File: config.mk
export PLATFORM = sky130hd
export DESIGN_NAME = mem_sys_arbiter
export DESIGN_NICKNAME = d
export VERILOG_FILES = /design/src/rtl/mem_sys_arbiter.sv
export SDC_FILE = /design/constraint.sdc
export NUM_CORES = 1
export LEC_CHECK = 0
export ABC_AREA = 0
export CAP_MARGIN = 15
export CORE_MARGIN = 2
export CORE_UTILIZATION = 44
export DETAILED_ROUTE_END_ITERATION = 10
export GPL_TIMING_DRIVEN = 0
export PLACE_DENSITY = 0.87
export SLEW_MARGIN = 30
export SYNTH_ARGS = -nofsm -noshare
export SYNTH_HDL_FRONTEND = slang
export SYNTH_SLANG_ARGS = --single-unit
File: constraint.sdc
create_clock -name clk -period 5.5 [get_ports clk]
set_clock_uncertainty 0.2 [all_clocks]
set_input_delay 0.825 -clock clk [delete_from_list [all_inputs] [get_ports clk]]
set_output_delay 0.825 -clock clk [all_outputs]
set_load 0.01 [all_outputs]
File: src/rtl/mem_sys_arbiter.sv
`default_nettype none
// ============================================================================
// Module   : mem_sys_arbiter
// Purpose  : Two-port round-robin arbiter and access sequencer in front of the
//            single-port byte-write memory system. A granted request is
//            checked for func3 legality and alignment. A legal one is issued
//            as one memory access (IDLE -> ISSUE [-> RESP]). An illegal one is
//            acked and then reported with a one-cycle err pulse.
// Ports    : clk, rst             - clock, asynchronous active-high reset
//            pN_req/store/func3/addr/wdata - requester N payload (N = 0, 1)
//            pN_ack/rvalid/rdata/err       - requester N handshake/result
//            mem_ena/store/func3/addr/wdata - memory-system command port
//            mem_load_data                  - receiver output (load word)
// Revision : 1.0 - initial release
// ============================================================================
module mem_sys_arbiter #(
    parameter int ADDR_W = 6
) (
    input  logic              clk,
    input  logic              rst,
    input  logic              p0_req,
    input  logic              p0_store,
    input  logic [2:0]        p0_func3,
    input  logic [ADDR_W-1:0] p0_addr,
    input  logic [31:0]       p0_wdata,
    output logic              p0_ack,
    output logic              p0_rvalid,
    output logic [31:0]       p0_rdata,
    output logic              p0_err,
    input  logic              p1_req,
    input  logic              p1_store,
    input  logic [2:0]        p1_func3,
    input  logic [ADDR_W-1:0] p1_addr,
    input  logic [31:0]       p1_wdata,
    output logic              p1_ack,
    output logic              p1_rvalid,
    output logic [31:0]       p1_rdata,
    output logic              p1_err,
    output logic              mem_ena,
    output logic              mem_store,
    output logic [2:0]        mem_func3,
    output logic [ADDR_W-1:0] mem_addr,
    output logic [31:0]       mem_wdata,
    input  logic [31:0]       mem_load_data
);

    localparam logic [1:0] S_IDLE  = 2'd0;
    localparam logic [1:0] S_ISSUE = 2'd1;
    localparam logic [1:0] S_RESP  = 2'd2;

    logic [1:0]        r_state;
    logic              r_ptr;      // port favoured on the next contended grant
    logic              r_owner;    // port that owns the access in flight
    logic              r_store;
    logic [2:0]        r_func3;
    logic [ADDR_W-1:0] r_addr;
    logic [31:0]       r_wdata;
    logic              r_err0;
    logic              r_err1;
    logic              r_rvalid0;
    logic              r_rvalid1;
    logic [31:0]       r_rdata0;
    logic [31:0]       r_rdata1;

    logic              w_idle;
    logic              w_gnt0;
    logic              w_gnt1;
    logic              w_sel_store;
    logic [2:0]        w_sel_func3;
    logic [ADDR_W-1:0] w_sel_addr;
    logic [31:0]       w_sel_wdata;
    logic              w_f3_ok;
    logic              w_align_ok;
    logic              w_legal;

    // Grants happen only in IDLE; with both requesting, the pointer decides.
    assign w_idle = (r_state == S_IDLE);
    assign w_gnt0 = w_idle & p0_req & (~p1_req | ~r_ptr);
    assign w_gnt1 = w_idle & p1_req & (~p0_req |  r_ptr);

    assign w_sel_store = w_gnt1 ? p1_store : p0_store;
    assign w_sel_func3 = w_gnt1 ? p1_func3 : p0_func3;
    assign w_sel_addr  = w_gnt1 ? p1_addr  : p0_addr;
    assign w_sel_wdata = w_gnt1 ? p1_wdata : p0_wdata;

    always_comb begin
        w_f3_ok = 1'b0;
        case (w_sel_func3)
            3'b000, 3'b001, 3'b010: w_f3_ok = 1'b1;
            3'b100, 3'b101:         w_f3_ok = ~w_sel_store;  // unsigned forms are load-only
            default:                w_f3_ok = 1'b0;
        endcase
        w_align_ok = 1'b1;
        case (w_sel_func3[1:0])
            2'b01:   w_align_ok = ~w_sel_addr[0];
            2'b10:   w_align_ok = (w_sel_addr[1:0] == 2'b00);
            default: w_align_ok = 1'b1;
        endcase
    end

    assign w_legal = w_f3_ok & w_align_ok;

    always_ff @(posedge clk or posedge rst) begin
        if (rst) begin
            r_state   <= S_IDLE;
            r_ptr     <= 1'b0;
            r_owner   <= 1'b0;
            r_store   <= 1'b0;
            r_func3   <= 3'b000;
            r_addr    <= '0;
            r_wdata   <= 32'd0;
            r_err0    <= 1'b0;
            r_err1    <= 1'b0;
            r_rvalid0 <= 1'b0;
            r_rvalid1 <= 1'b0;
            r_rdata0  <= 32'd0;
            r_rdata1  <= 32'd0;
        end else begin
            r_err0    <= w_gnt0 & ~w_legal;
            r_err1    <= w_gnt1 & ~w_legal;
            r_rvalid0 <= 1'b0;
            r_rvalid1 <= 1'b0;
            case (r_state)
                S_IDLE: begin
                    if (w_gnt0 | w_gnt1) begin
                        // Pointer flips on every grant, rejected ones included.
                        r_ptr <= w_gnt0;
                        if (w_legal) begin
                            r_owner <= w_gnt1;
                            r_store <= w_sel_store;
                            r_func3 <= w_sel_func3;
                            r_addr  <= w_sel_addr;
                            r_wdata <= w_sel_wdata;
                            r_state <= S_ISSUE;
                        end
                    end
                end
                S_ISSUE: begin
                    r_state <= r_store ? S_IDLE : S_RESP;
                end
                S_RESP: begin
                    // func3/addr are still held, so the receiver output is valid now.
                    if (r_owner) begin
                        r_rdata1  <= mem_load_data;
                        r_rvalid1 <= 1'b1;
                    end else begin
                        r_rdata0  <= mem_load_data;
                        r_rvalid0 <= 1'b1;
                    end
                    r_state <= S_IDLE;
                end
                default: begin
                    r_state <= S_IDLE;
                end
            endcase
        end
    end

    assign p0_ack    = w_gnt0;
    assign p1_ack    = w_gnt1;
    assign p0_err    = r_err0;
    assign p1_err    = r_err1;
    assign p0_rvalid = r_rvalid0;
    assign p1_rvalid = r_rvalid1;
    assign p0_rdata  = r_rdata0;
    assign p1_rdata  = r_rdata1;

    assign mem_ena   = (r_state == S_ISSUE);
    assign mem_store = r_store & mem_ena;
    assign mem_func3 = r_func3;
    assign mem_addr  = r_addr;
    assign mem_wdata = r_wdata;

endmodule
`default_nettype wire

# Word level (Yosys, flattened, before mapping)
# Index checks and enable logic that the tools add are counted.
[classes] eq_ne=10 n_mux=14 bitwise=18 reduce_logical=10
[op_table] cell="$mux W32" count=1
[op_table] cell="$and A1 B1 Y1" count=8
[op_table] cell="$reduce_and A2 Y1" count=4
[op_table] cell="$not A1 Y1" count=7
[op_table] cell="$eq A3 B3 Y1 const B" count=2
[op_table] cell="$mux W2" count=3
[op_table] cell="$mux W6" count=1
[op_table] cell="$mux W1" count=5
[op_table] cell="$eq A2 B1 Y1 const B" count=2
[op_table] cell="$eq A2 B2 Y1 const B" count=2
[op_table] cell="$logic_not A2 Y1" count=2
[op_table] cell="$ne A2 B1 Y1 const B" count=2
[op_table] cell="$pmux W1 S2" count=2
[op_table] cell="$pmux W2 S2" count=1
[op_table] cell="$eq A3 B1 Y1 const B" count=1
[op_table] cell="$eq A3 B2 Y1 const B" count=1
[op_table] cell="$logic_not A3 Y1" count=1
[op_table] cell="$mux W3" count=1
[op_table] cell="$or A1 B1 Y1" count=3
[op_table] cell="$reduce_and A3 Y1" count=1
[op_table] cell="$reduce_or A3 Y1" count=1
[op_table] cell="$reduce_or A2 Y1" count=1
[word_totals] regBits=114 input_bits=120 out_inout_bits=113 wordCells=65

# Logic depth before layout (Yosys ltp)
[depth] word_depth=11 depth_mapped=6 depth_no_buf=4

# Worst setup path after synthesis
# No wires, ideal clock.
[synth_path] path_type="in2out" from="input port p0_req" to="output port p1_ack" t_arrival_ns=1.703 required_time_ns=4.475 path_slack_ns=2.772 stages=5 path_buffers=2 path_cell_list="nand2b_1 nand3_1 buf_2 buf_1 inv_1"
[synth_via] elab_chain_cells=3
[synth_lines] item="start: declaration" line_no="21" source="input logic p0_req,"
[synth_lines] item="$not A1 Y1" line_no="79" source="assign w_gnt1 = w_idle & p1_req & (~p0_req | r_ptr);"
[synth_lines] item="$or A1 B1 Y1" line_no="79"
[synth_lines] item="$and A1 B1 Y1" line_no="79"
[synth_lines] item="end: declaration" line_no="35" source="output logic p1_ack,"
# Every way passes these cells.

# Worst setup path after layout
# Same ends and word-level chain as after synthesis.

==> reports/metrics.cfg <==
[route]
route.vias.total=4162
wl_per_cell_um=18.6
vias_per_cell=5.30
drtPass1Iterations=4
drc=0
drt_iter0_markers=182
ant_nets=0
wl_mm=14.6

[logic_synthesis]
yosys.area_share.simple=0.0957
synth-compound-area-share=0.192
synth_fp_nets=501
syn_inst=381
synth_fa_ha_area_frac=0
synth_top_family_by_area=compound AO/OA/AOI/OAI gates
ys_ff_latch=114
syn_area_um2=4800
yosysTopAreaCell=dfrtp_1
synthTopCellsByCount=114 x dfrtp_1, 99 x nand2_1, 42 x o22ai_1
async_flop_share=1.00
synth_edf_count=0
yosys-top-cells-area=dfrtp_1 59%, a2bb2oi_2 12%, nand2_1 7.7%
synth_warnings=0
synth_cell_types=25
ys_seq_area_frac=0.595
synth_top_area_share=0.595
yosysMostFrequentCell=dfrtp_1
synthXorXnorAreaFrac=0
synth_mux_area_frac=0.0798
ys.flop_type=dfrtp_1
syn_area_per_cell_um2=12.6

[sta]
fin_setup_tns_ns=0
slew_headroom=0.599
worst_pin_slew_ns=0.602
rsz0062_at_grt=false
fmax_ghz=0.251
fin_crit_ns=3.98
drv_slew=0
hold_viol=0
fin_crit_sh=0.724
final-setup-viol-count=0

[setup_path]
worstPathArrival_ns=2.96
cpMostUsedCell=clkdlybuf4s50_1
critPathLaunchType=input pin
cp_slowest_cell=clkdlybuf4s50_1
crit_type=input pin to output port
cp_max_fo=10
r2r_setup_slack_ns=3.29
required_ns=4.47
max_stage_delay_ns=0.52
end_kind=output port
critical_path_buf_inv_count=5
cp_cell_sequence=clkdlybuf4s50_1, nand2b_1, nand3_1, buf_2, buf_1, inv_1, clkdlybuf4s50_1
cpLargestDelayFamily=buffers and inverters

[global_routing]
grt_pass1_vias=4489
grt-ovfl-total=0
antenna_found_initial=0
grt_pass1_wl_mm=22.6
grt_use_total=0.255
grt_max_degree=69

[clock_network]
insertion_delay_ns=0.50
cts_max_level=4
cts_tree=done
postCtsSetupBuffers=0
cts_sinks=114
clkTransAtPathRegs_ns=0.05
clock_path_buffers=2
numCtsBuffers=17
root_buffer=clkbuf_8
cts_resized=0
holdBufCountCts=0

[status]
status=finished, final reports clean

[finish]
n_antenna_cell=0
final_core_util=0.739
fin_cells=786
drive_gt1_frac=0.186
syn2layout_area_growth_pct=65.5
fin_nets=753
fill_cells=693

[floorplanning]
rows=38
start_util=0.447
ios=233
dieArea_um2=11800
fp.coreArea_um2=10700
die_width_um=108
die_y_um=108

[power]
leakagePower_nw=3.33
p_switching_mw=1.43
switching_share=0.313
p_int_mw=3.14
finalPower_mw=4.57
combPwrFrac=0.427
seqPwrFrac=0.331
p_per_area_nw_per_um2=576
clock_power_share=0.242
peakVddDrop_mv=0.309

[flow_run]
drv_cap=0

[min_path]
hold_path.class=flop to flop

[placement]
dp.cells=754
place_congestion=0.783
dp_hpwl_mm=11.0
port_buffers=232

[stage by stage]
step	setup slack, ns	area [µm²]	hold slack (ns)
after floorplan	1.46	4800	0.238
after global placement	-0.0126	7300	0.258
after detailed placement	1.51	7330	0.259
after CTS	1.50	7940	0.268
after global routing	1.40	7940	0.288
final	1.52	7940	0.262
[cell type report]
cell class	count	area [µm²]	share of cell area
Buffer	27	166	0.0210
Clock buffer	20	455	0.0574
Clock inverter	12	156	0.0197
Inverter	4	20.0	0.00252
Multi-Input combinational cell	236	1760	0.222
Sequential cell	114	2850	0.359
Tap cell	140	175	0.0221
Timing Repair Buffer	233	2350	0.296
[state kept, by name, indices dropped and copies added, names as in the netlist]
name and flops:
p0_err 1, r_ptr 1, p1_rdata 32, mem_func3 3
mem_wdata 32, p1_rvalid 1, p0_rdata 32, p1_err 1
r_store 1, r_state 2, p0_rvalid 1, mem_addr 6
r_owner 1
[placed cells by master (no fill, tap or decap), types with 3 or more instances in the layout]
cell | netlist | layout
a2bb2oi_1 | 3 | 3
a2bb2oi_2 | 39 | 39
buf_2 | 4 | 4
buf_4 | 4 | 4
buf_8 | 4 | 4
bufinv_16 | 0 | 3
clkbuf_1 | 13 | 13
clkbuf_16 | 0 | 16
clkbuf_8 | 0 | 4
clkdlybuf4s50_1 | 0 | 232
clkinv_4 | 0 | 3
clkinvlp_4 | 0 | 4
dfrtp_1 | 114 | 114
inv_1 | 4 | 3
mux2_2 | 32 | 32
nand2_1 | 99 | 99
nor2_1 | 4 | 4
o22ai_1 | 42 | 42
[kinds of logic (layout without fill, tap and decap cells)]
group / after synthesis / after routing
AO/OA/AOI/OAI: 89 / 89
buffers and inverters: 31 / 296
flip-flops: 114 / 114
multiplexers: 33 / 33
AND/OR/NAND/NOR: 114 / 114
[worst reg2reg max path: stages (launching register included)]
cell	delay [ns]
dfrtp_1	0.38
nor2_1	0.09
nand3_1	0.14
clkbuf_1	0.40
clkbuf_1	0.53
o22ai_1	0.24
a2bb2oi_2	0.16
[per-layer routing]
layer  GRT usage  part of all wire
met5           0                 0
met4       0.106             0.023
met3      0.0868             0.087
met2       0.451              0.51
met1       0.279              0.37
[final timing paths]
path,depth (start not counted),endpoint,startpoint
hold reg to reg,1,r_state[1],r_store
max in group asynchronous,3,r_state[1],rst
setup reg to reg,6,mem_wdata[31],r_state[0]
hold / removal,1,r_state[1],r_store
setup / recovery,7,p1_ack,p0_req
min in group asynchronous,2,p1_rdata[4],rst
[power by group through the flow]
stage / Combinational [mW] / Clock (mW) / Sequential [mW]
floorplan: 0.685 / 0 / 1.67
global placement: 1.89 / 0 / 1.49
detailed placement: 1.95 / 0 / 1.52
CTS: 1.97 / 1.12 / 1.51
global route: 2.07 / 1.16 / 1.56
finish: 1.95 / 1.11 / 1.51
No activity file was read; power rests on OpenSTA's default activity.
==> RTL edit 1 (config.mk and constraints unchanged) <==
`ADDR_W`: 6 -> 7.
--- a/src/rtl/mem_sys_arbiter.sv
+++ b/src/rtl/mem_sys_arbiter.sv
@@ -15,5 +15,5 @@
 // ============================================================================
 module mem_sys_arbiter #(
-    parameter int ADDR_W = 6
+    parameter int ADDR_W = 7
 ) (
     input  logic              clk,
Ports: changed (resized mem_addr, p0_addr and p1_addr); port bits go from 233 to 236. The function was not compared with the original's and may differ.
==> RTL edit 1 against the original RTL <==
Area after synthesis rose by 0.96%. Global-route usage rose by 0.91 points. Routed wire length increased by 4.0%. Setup slack better by 0.15 ns. Final area up 1.2%. Total power increased by 1.7%. Sequential cell count increased by 1. Critical endpoint is now p0_ack.
==> RTL edit 1: results (changes against the original RTL) <==
Switch Pwr 1.43 mW (-0.28%); synth unique cells 26 (+4.0%); setup slack, reg-to-reg 3.44 ns (+0.15 ns); wl on met1 5.60 mm (+2.3%); CP startpoint p1_req; top cells by count, synth 115 x dfrtp_1, 99 x nand2_1, 43 x o22ai_1; run status finished clean; GR Util met1 29.6% (+1.7 points); Reg-to-Reg Start r_ptr$_DFFE_PP0P_; Fillers 700 (+1.0%); register area share after synthesis 59.4% (about the same); syn_nets 506 (+1.0%); placed cell area 7400 sq um (+1.0%); ranking of synthesized cells by area dfrtp_1 59%, a2bb2oi_2 12%, nand2_1 7.7%; VDD IR max 0.290 mV (-6.0%); pin count of the biggest net entering global routing 70 (+1.4%); RR Endpoint mem_wdata[15]$_DFFE_PP0P_; vias per inst 5.27 (-0.57%); worst hold path depth 2 (+1); gpl congestion 0.817 (+4.3%); routed length per instance 19.2 um (+3.2%); DR vias 4170 (+0.19%); Least-Margin Pin Slew 0.536 ns (-0.0655 ns); metal2 WL 7.62 mm (+1.2%); first-pass GRT wire length 23.6 mm (+4.6%); GRT met2 Usage 44.9% (-0.19 points)
-- RTL edit 1: cell families (layout without fill, tap and decap cells) --
| group | count (synthesis) | after routing | share of synthesized area, % |
|---|---|---|---|
| flops | 115 | 115 | 59.4 |
| simple gates | 114 | 114 | 9.58 |
| compound gates | 91 | 91 | 19.3 |
| mux | 33 | 33 | 7.90 |
| buf+inv | 31 | 299 | 3.77 |
-- RTL edit 1: power by group through the flow --
stage	Clock, mW	Sequential (mW)	Combinational [mW]
final	1.16	1.52	1.96
after global routing	1.23	1.57	2.09
after CTS	1.18	1.52	1.98
after detailed placement	0	1.53	1.96
after global placement	0	1.50	1.90
after floorplan	0	1.68	0.694
-- RTL edit 1: final cells by class --
cell class                 instances  area (sq um)  area share (%)
tap                              140           175            2.18
multi-input combinational        238          1780            22.2
sequential                       115          2880            35.8
timing repair buffer             236          2380            29.6
buffer                            27           168            2.09
inverter                           4          20.0           0.249
clock inverter                     8           148            1.84
clock buffer                      24           480            5.98
==> RTL edit 2 (same flow settings) <==
Without the edit above. Register the output `p0_err` once more, cleared by the reset; this adds one clock of latency there. The other outputs are not delayed to match.
--- a/src/rtl/mem_sys_arbiter.sv
+++ b/src/rtl/mem_sys_arbiter.sv
@@ -159,5 +159,11 @@
     assign p0_ack    = w_gnt0;
     assign p1_ack    = w_gnt1;
-    assign p0_err    = r_err0;
+    always_ff @(posedge clk or posedge rst) begin
+        if (rst) begin
+            p0_err <= '0;
+        end else begin
+            p0_err <= r_err0;
+        end
+    end
     assign p1_err    = r_err1;
     assign p0_rvalid = r_rvalid0;
Check against the original RTL: not equivalent (a bounded check fails within 4 cycles, from zero or initial values and one cycle with rst high).
==> RTL edit 2 against the original RTL <==
Sequential cell count rose by 1. Setup slack improved by 0.0048 ns. Largest power group unchanged. Die area increased by 0.50%. Final area up 0.14%. Critical path type unchanged. Global-route usage increased by 0.81 points. Fmax increased by 0.12%. First-iteration DRC count up 24%. Total power is 0.16% lower. Register-to-register slack improved by 0.04 ns. Routed wire length increased by 1.3%. Area after synthesis up 0.52%. Largest cell class unchanged.
==> RTL edit 2: results (changes against the original RTL) <==
Sinks on Clock Net 115 (+0.88%); leakage power 3.35 nW (+0.42%); vias in the first global route 4412 (-1.7%); GRT met2 Usage 45.4% (+0.27 points); met3 WL 1.25 mm (-2.4%); Initial DRT Pass Iterations 5 (+1); met3 Usage GRT 9.80% (+1.1 points); Fillers 703 (+1.4%); post-synthesis async set-or-reset flop share 100% (unchanged); ranking of synthesized cells by area dfrtp_1 60%, a2bb2oi_2 12%, nand2_1 7.7%; initial drt markers 226 (+24%); Clock Tree Buf Depth 2 (unchanged); syn_nets 502 (+0.20%); layout cells sized above 1 18.5% (-0.029 points); pin count of the biggest net entering global routing 98 (+42%); non-clk buf share 31.6% (-0.045 points); run status finished clean; Tightest Hold Check Type register to register; Syn Inst Count 382 (+0.26%); register area 2880 sq um (+0.88%); Critical Path AT 2.95 ns (about the same); Worst path max stage delay 0.49 ns (-0.03 ns); GR Util met1 29.5% (+1.6 points); cell total after placement 755 (+0.13%); VDD IR max 0.308 mV (-0.24%); vias per inst 5.32 (+0.45%); Post-Layout Cell Count 787 (+0.13%); register area share after synthesis 59.7% (+0.21 points); Overall Global Routing Usage 26.3% (+0.81 points); gpl congestion 0.767 (-2.1%); placed wire-length estimate 10.6 mm (-2.9%); dpl ws 1.55 ns (+0.0414 ns); wl on met1 5.68 mm (+3.8%); metal2 WL 7.55 mm (+0.28%); Final clock-cell share 7.49% (-0.22 points); placed cell area 7360 sq um (+0.38%); sequential fraction of design power 33.4% (+0.3 points); power per cell area 574 nW/um^2 (-0.30%)
## RTL edit 2: changes by cell type after synthesis, sizes merged
cell,delta
dfrtp,+1
## RTL edit 2: final timing paths
path	startpoint	end	slack, ns	cells past startpoint
worst max-delay path	p1_req	p0_ack	1.52	7
worst min-delay path	r_err0$_DFF_PP0_	p0_err$_DFF_PP0_	0.15	0
worst max register to register	r_state[1]$_DFFE_PP0P_	mem_wdata[31]$_DFFE_PP0P_	3.33	6
worst min register to register	r_err0$_DFF_PP0_	p0_err$_DFF_PP0_	0.15	0
max in group asynchronous	rst	p1_rdata[23]$_DFFE_PP0P_	3.97	3
min in group asynchronous	rst	p0_rdata[12]$_DFFE_PP0P_	0.44	2
## RTL edit 2: cell families (layout without fill, tap and decap cells)
kind of cell	after synthesis	count (layout)	synth area share, %
DFF	115	115	59.7
and+or+nand+nor	114	114	9.52
AOI/OAI and AO/OA	89	89	19.1
muxes	33	33	7.94
buffers and inverters	31	296	3.76
